===== src/rtl/mips_pkg.sv =====
// Shared opcode/funct encodings, ALU operations, control bundle and reset images
// for the single-cycle MIPS datapath.
package mips_pkg;

    localparam logic [5:0] OP_RTYPE = 6'h00;
    localparam logic [5:0] OP_LW    = 6'h23;
    localparam logic [5:0] OP_SW    = 6'h2B;
    localparam logic [5:0] OP_BEQ   = 6'h04;

    localparam logic [5:0] F_ADD = 6'h20;
    localparam logic [5:0] F_SUB = 6'h22;
    localparam logic [5:0] F_AND = 6'h24;
    localparam logic [5:0] F_OR  = 6'h25;
    localparam logic [5:0] F_SLT = 6'h2A;

    localparam logic [31:0] RESET_PC  = 32'h0040_0000;
    localparam logic [31:0] DATA_BASE = 32'h1001_0000;

    typedef enum logic [2:0] {
        AluAdd,
        AluSub,
        AluAnd,
        AluOr,
        AluSlt
    } alu_op_e;

    typedef struct packed {
        logic    reg_write;
        logic    reg_dst_rd;
        logic    alu_src_imm;
        logic    mem_write;
        logic    mem_to_reg;
        logic    branch;
        alu_op_e alu_op;
    } ctrl_t;

    function automatic logic [31:0] sext16(input logic [15:0] imm);
        return {{16{imm[15]}}, imm};
    endfunction

    function automatic logic [31:0] reg_reset_value(input int unsigned idx);
        case (idx)
            1:       return 32'd1;
            2:       return 32'd2;
            3, 10:   return DATA_BASE;
            default: return '0;
        endcase
    endfunction

    function automatic logic [31:0] ram_reset_value(input int unsigned idx);
        case (idx)
            0:       return 32'd100;
            1:       return 32'd200;
            default: return '0;
        endcase
    endfunction

endpackage


===== src/rtl/single_cycle_datapath_regfile.sv =====
// 32x32 register file: two asynchronous read ports, one synchronous write port,
// preset contents on asynchronous reset. $0 reads as zero and ignores writes.
module single_cycle_datapath_regfile
    import mips_pkg::*;
(
    input  logic        clk_i,
    input  logic        rst_ni,
    input  logic [4:0]  raddr_a_i,
    input  logic [4:0]  raddr_b_i,
    output logic [31:0] rdata_a_o,
    output logic [31:0] rdata_b_o,
    input  logic        we_i,
    input  logic [4:0]  waddr_i,
    input  logic [31:0] wdata_i
);

    logic [31:0] regs_q [32];

    always_ff @(posedge clk_i or negedge rst_ni) begin
        if (!rst_ni) begin
            for (int i = 0; i < 32; i++) begin
                regs_q[i] <= reg_reset_value(i);
            end
        end else if (we_i && (waddr_i != 5'd0)) begin
            regs_q[waddr_i] <= wdata_i;
        end
    end

    assign rdata_a_o = (raddr_a_i == 5'd0) ? 32'd0 : regs_q[raddr_a_i];
    assign rdata_b_o = (raddr_b_i == 5'd0) ? 32'd0 : regs_q[raddr_b_i];

endmodule


===== src/rtl/single_cycle_datapath.sv =====
// Single-cycle MIPS datapath (add/sub/and/or/slt/lw/sw/beq) with fixed boot ROM,
// preset data RAM and a debug write-back port.
module single_cycle_datapath
    import mips_pkg::*;
(
    input  logic        clock,
    input  logic        clear,
    output logic [31:0] pc,
    output logic [31:0] instr,
    output logic        wb_en,
    output logic [4:0]  wb_addr,
    output logic [31:0] wb_data
);

    logic [31:0] pc_q, pc_d;
    logic [31:0] ram_q [64];

    logic [5:0]  opcode, funct;
    logic [4:0]  rs, rt, rd;
    logic [31:0] imm_ext;
    logic [31:0] rs_data, rt_data;
    logic [31:0] alu_b, alu_result, mem_rdata, pc_plus4;
    logic [5:0]  ram_idx;
    ctrl_t       ctrl;

    function automatic logic [31:0] rom_word(input logic [5:0] idx);
        case (idx)
            6'd0:    return 32'h0022_1820;
            6'd1:    return 32'h0022_1822;
            6'd2:    return 32'h0022_1824;
            6'd3:    return 32'h0022_1825;
            6'd4:    return 32'h0022_182A;
            6'd5:    return 32'h0041_182A;
            6'd6:    return 32'h1140_FFF9;
            6'd7:    return 32'h8D43_0000;
            6'd8:    return 32'h8D43_0004;
            6'd9:    return 32'hAD43_0008;
            6'd10:   return 32'h1000_FFF5;
            default: return 32'h0000_0000;
        endcase
    endfunction

    // RESET_PC has zero low bits, so (pc - RESET_PC) >> 2 mod 64 is just pc[7:2].
    assign instr   = rom_word(pc_q[7:2]);
    assign opcode  = instr[31:26];
    assign rs      = instr[25:21];
    assign rt      = instr[20:16];
    assign rd      = instr[15:11];
    assign funct   = instr[5:0];
    assign imm_ext = sext16(instr[15:0]);

    always_comb begin
        ctrl = '{reg_write: 1'b0, reg_dst_rd: 1'b0, alu_src_imm: 1'b0, mem_write: 1'b0,
                 mem_to_reg: 1'b0, branch: 1'b0, alu_op: AluAdd};
        case (opcode)
            OP_RTYPE: begin
                ctrl.reg_dst_rd = 1'b1;
                ctrl.reg_write  = 1'b1;
                case (funct)
                    F_ADD:   ctrl.alu_op = AluAdd;
                    F_SUB:   ctrl.alu_op = AluSub;
                    F_AND:   ctrl.alu_op = AluAnd;
                    F_OR:    ctrl.alu_op = AluOr;
                    F_SLT:   ctrl.alu_op = AluSlt;
                    default: ctrl.reg_write = 1'b0;
                endcase
            end
            OP_LW: begin
                ctrl.alu_src_imm = 1'b1;
                ctrl.mem_to_reg  = 1'b1;
                ctrl.reg_write   = 1'b1;
            end
            OP_SW: begin
                ctrl.alu_src_imm = 1'b1;
                ctrl.mem_write   = 1'b1;
            end
            OP_BEQ:  ctrl.branch = 1'b1;
            default: ;
        endcase
    end

    single_cycle_datapath_regfile u_regfile (
        .clk_i     (clock),
        .rst_ni    (clear),
        .raddr_a_i (rs),
        .raddr_b_i (rt),
        .rdata_a_o (rs_data),
        .rdata_b_o (rt_data),
        .we_i      (wb_en),
        .waddr_i   (wb_addr),
        .wdata_i   (wb_data)
    );

    assign alu_b = ctrl.alu_src_imm ? imm_ext : rt_data;

    always_comb begin
        alu_result = '0;
        case (ctrl.alu_op)
            AluAdd:  alu_result = rs_data + alu_b;
            AluSub:  alu_result = rs_data - alu_b;
            AluAnd:  alu_result = rs_data & alu_b;
            AluOr:   alu_result = rs_data | alu_b;
            AluSlt:  alu_result = {31'd0, $signed(rs_data) < $signed(alu_b)};
            default: alu_result = '0;
        endcase
    end

    assign ram_idx   = alu_result[7:2];
    assign mem_rdata = ram_q[ram_idx];

    assign wb_en   = ctrl.reg_write;
    assign wb_addr = ctrl.reg_dst_rd ? rd : rt;
    assign wb_data = ctrl.mem_to_reg ? mem_rdata : alu_result;

    assign pc_plus4 = pc_q + 32'd4;
    assign pc_d     = (ctrl.branch && (rs_data == rt_data)) ? pc_plus4 + (imm_ext << 2)
                                                             : pc_plus4;
    assign pc       = pc_q;

    always_ff @(posedge clock or negedge clear) begin
        if (!clear) begin
            pc_q <= RESET_PC;
        end else begin
            pc_q <= pc_d;
        end
    end

    always_ff @(posedge clock or negedge clear) begin
        if (!clear) begin
            for (int i = 0; i < 64; i++) begin
                ram_q[i] <= ram_reset_value(i);
            end
        end else if (ctrl.mem_write) begin
            ram_q[ram_idx] <= rt_data;
        end
    end

endmodule


===== config.mk =====
export PLATFORM = sky130hd
export DESIGN_NAME = single_cycle_datapath
export DESIGN_NICKNAME = d
export VERILOG_FILES = /design/src/rtl/mips_pkg.sv /design/src/rtl/single_cycle_datapath_regfile.sv /design/src/rtl/single_cycle_datapath.sv
export SDC_FILE = /design/constraint.sdc
export NUM_CORES = 2
export LEC_CHECK = 0
export BUFFER_PORTS_ARGS = -buffer_cell sky130_fd_sc_hd__buf_2
export CORE_ASPECT_RATIO = 1.25
export CORE_MARGIN = 1.5
export CORE_UTILIZATION = 35
export DETAILED_ROUTE_END_ITERATION = 10
export HOLD_SLACK_MARGIN = 0.08
export PLACE_DENSITY = 0.52
export SKIP_CTS_REPAIR_TIMING = 1
export SLEW_MARGIN = 0
export SYNTH_ARGS = -nofsm -noshare
export SYNTH_HDL_FRONTEND = slang
export SYNTH_SLANG_ARGS = --single-unit
export TNS_END_PERCENT = 1

===== constraint.sdc =====
create_clock -name clock -period 12.2 [get_ports clock]
set_clock_uncertainty 0.2 [all_clocks]
set_input_delay 3.05 -clock clock [delete_from_list [all_inputs] [get_ports clock]]
set_output_delay 3.05 -clock clock [all_outputs]
set_load 0.1 [all_outputs]

==> flow_summary.toml <==
[power]
combPwrFrac = 0.012
vdd_ir_drop_max_mv = 0.129
switchingPower_mw = 3.27
clockPowerShare = 0.489
p_leak_nw = 51.3
p_per_area_nw_per_um2 = 124
switching_share = 0.223
total_power_mw = 14.7
sequentialPowerShare = 0.499
p_int_mw = 11.4

[placed_design]
place_area_um2 = 111000
gp_congestion = 0.934
port_buffers = 92
placed_cells = 15152
place_hpwl_um = 281000

[grt]
grt_pass1_wl_um = 658000
gr-total-overflow = 0
antenna_found_initial = 16
grtUsageTotal = 0.295
grt_max_degree = 187
grt_pass1_vias = 87496

[yosys]
synthArstFlopShare = 1.00
ys_seq_elements = 2206
synth_most_common_cell = "nand2_1"
yosys_most_used_dff = "dfrtp_1"
syn_inst = 11862
yosysTopAreaCell = "dfrtp_1"
synth-edff-count = 0
synth_top_area_frac = 0.518
syn_avg_cell_area_um2 = 8.94
synth.distinct_cells = 109
yosysWarnings = 0
yosys-top-cells-area = "dfrtp_1 (52%), nand2_1 (11%), o21ai_0 (9.8%), clkbuf_1 (2.7%), mux2i_1 (2.3%)"
netlist_area_um2 = 106000
yosysSeqAreaShare = 0.521
synth_commonest_cells = "nand2_1 (3,168), dfrtp_1 (2,195), o21ai_0 (2,067), clkbuf_1 (765), nand3_1 (441)"

[critical_path]
end_kind = "output port"
crit_arrival_ns = 8.71
critPathRequiredTime_ns = 8.95
cpMostUsedCell = "buf_4"
timing.critical_path.from_type = "flop"
cp_slowest_cell = "a21oi_4"
cp_max_fo = 28
worstSetupPathType = "flop to output port"
cp_slowest_stage_delay_ns = 0.66

[layout]
n_fill_cell = 29867
syn_to_final_growth_pct = 11.8
nets = 11567
stdcell_area_um2 = 118000
regArea_um2 = 55200
layout-drive-gt1-share = 0.105
multi_input_area_um2 = 46100
stdcell_count = 15585

[die]
fp.dieArea_um2 = 306000
die_width_um = 495
coreArea_um2 = 301000
ios = 104
rows = 225
dieHeight_um = 618
initial_core_util = 0.352

[drt]
vias_per_cell = 5.85
wirelength_um = 460000
initialDrtViolationCount = 10393
wl_per_cell_um = 29.5
route.detailed.drc = 0
dr_total_vias = 91191
postRouteAntennaNets = 0
drt_pass1_iterations = 6

[cts]
clock_path_buffers = 4
clock_latency_ns = 0.93
htreeDepth = 4
tritoncts = "done"
cts_made_buffers = 227
clockRootBuffer = "clkbuf_16"
clk_pin_slew_worst_paths_ns = 0.07
clock-sinks = 2206

[sta]
period_minus_slack_ns = 11.96
max_clock_freq_ghz = 0.0836
timing.hold.ws_ns = 0.177
tightest_slew_ns = 1.35
final_hold_viol_count = 0
post-route-period-util = 0.980
rsz0062_at_grt = "yes"
finalSetupViolCount = 0
slew_violations = 0
maxSlewHeadroom = 0.102

[min_path]
min_path_type = "flop to flop"

[flow_run]
drv_cap = 0

[outcome]
status = "finished, final reports clean"
layout make-up:
type                    count  share of cell area
well taps                3972              0.0419
repair buffers            461              0.0360
clock buffers             347              0.0570
flip-flops and latches   2206               0.466
inverters                 130             0.00412
clock inverters            60             0.00575
diodes                     10            0.000211
multi-input cells        8399               0.389
cell usage in the layout (no fill, tap or decap), types with 151 or more instances in the layout:
cell type / Yosys / routed
nand2_1: 3168 / 3116
mux2_2: 179 / 179
clkbuf_16: 0 / 231
mux2i_1: 248 / 248
buf_4: 75 / 312
dfrtp_1: 2195 / 2192
nor2_1: 204 / 199
a21oi_1: 331 / 325
a22oi_1: 152 / 151
nand3_1: 441 / 439
o21ai_0: 2067 / 2064
o21ai_1: 183 / 181
through the flow:
step | setup slack [ns] | setup TNS (ns) | util
after CTS | -0.533 | -6.19 | 0.393
final | 0.243 | 0 | 0.394
after detailed placement | 0.520 | 0 | 0.368
after global routing | -0.0342 | -0.0466 | 0.394
after floorplan | 0.809 | 0 | -
after global placement | 0.573 | 0 | 0.368
registers in the layout (all words and copies together), names as in the netlist:
register / count
u_regfile.regs_q: 128
pc: 30
ram_q: 2048
worst max-delay path, delay by kind of cell (launching register included):
kind / cells / cell delay [ns]
AO/OA/AOI/OAI: 10 / 3.09
buffers and inverters: 7 / 2.08
AND/OR/NAND/NOR: 5 / 0.95
adder cells (fa/ha/maj): 2 / 0.77
flip-flops: 1 / 0.49
multiplexers: 1 / 0.20
XOR/XNOR: 1 / 0.09
routing by layer:
metal	track usage	up-vias	wire, µm
li1	-	40086	-
met3	0.0516	1155	36700
met5	0	-	43
met1	0.375	45787	182000
met2	0.474	4155	211000
met4	0.166	8	29600
logic make-up after synthesis:
| logic type | Yosys count | synth area share |
|---|---|---|
| adder cells (fa/ha/maj) | 140 | 0.0167 |
| buffers and inverters | 1268 | 0.0515 |
| AND/OR/NAND/NOR | 4149 | 0.162 |
| other | 1 | 0.0000354 |
| XOR/XNOR | 98 | 0.00810 |
| flip-flops | 2206 | 0.521 |
| multiplexers | 430 | 0.0430 |
| AO/OA/AOI/OAI | 3570 | 0.198 |
power by group through the flow:
stage	logic (mW)	clock network, mW	registers, mW
2_1_floorplan	0.0174	0	7.45
3_3_place_gp	0.184	0	7.45
3_5_place_dp	0.188	0	7.45
4_1_cts	0.187	7.25	7.31
5_1_grt	0.205	7.52	7.31
6_report	0.177	7.17	7.31
worst paths after layout:
kind	from	to	slack, ns	cells after the start
max reg2reg	pc[2]	ram_q[1183]	3.85	22
max	pc[4]	wb_data[9]	0.24	26
min in group asynchronous	clear	pc[26]	1.77	1
min	u_regfile.regs_q[999]	u_regfile.regs_q[999]	0.18	0
max in group asynchronous	clear	ram_q[636]	7.33	3
min reg2reg	u_regfile.regs_q[999]	u_regfile.regs_q[999]	0.18	0
Note: power is estimated with default switching activity, not from simulation.
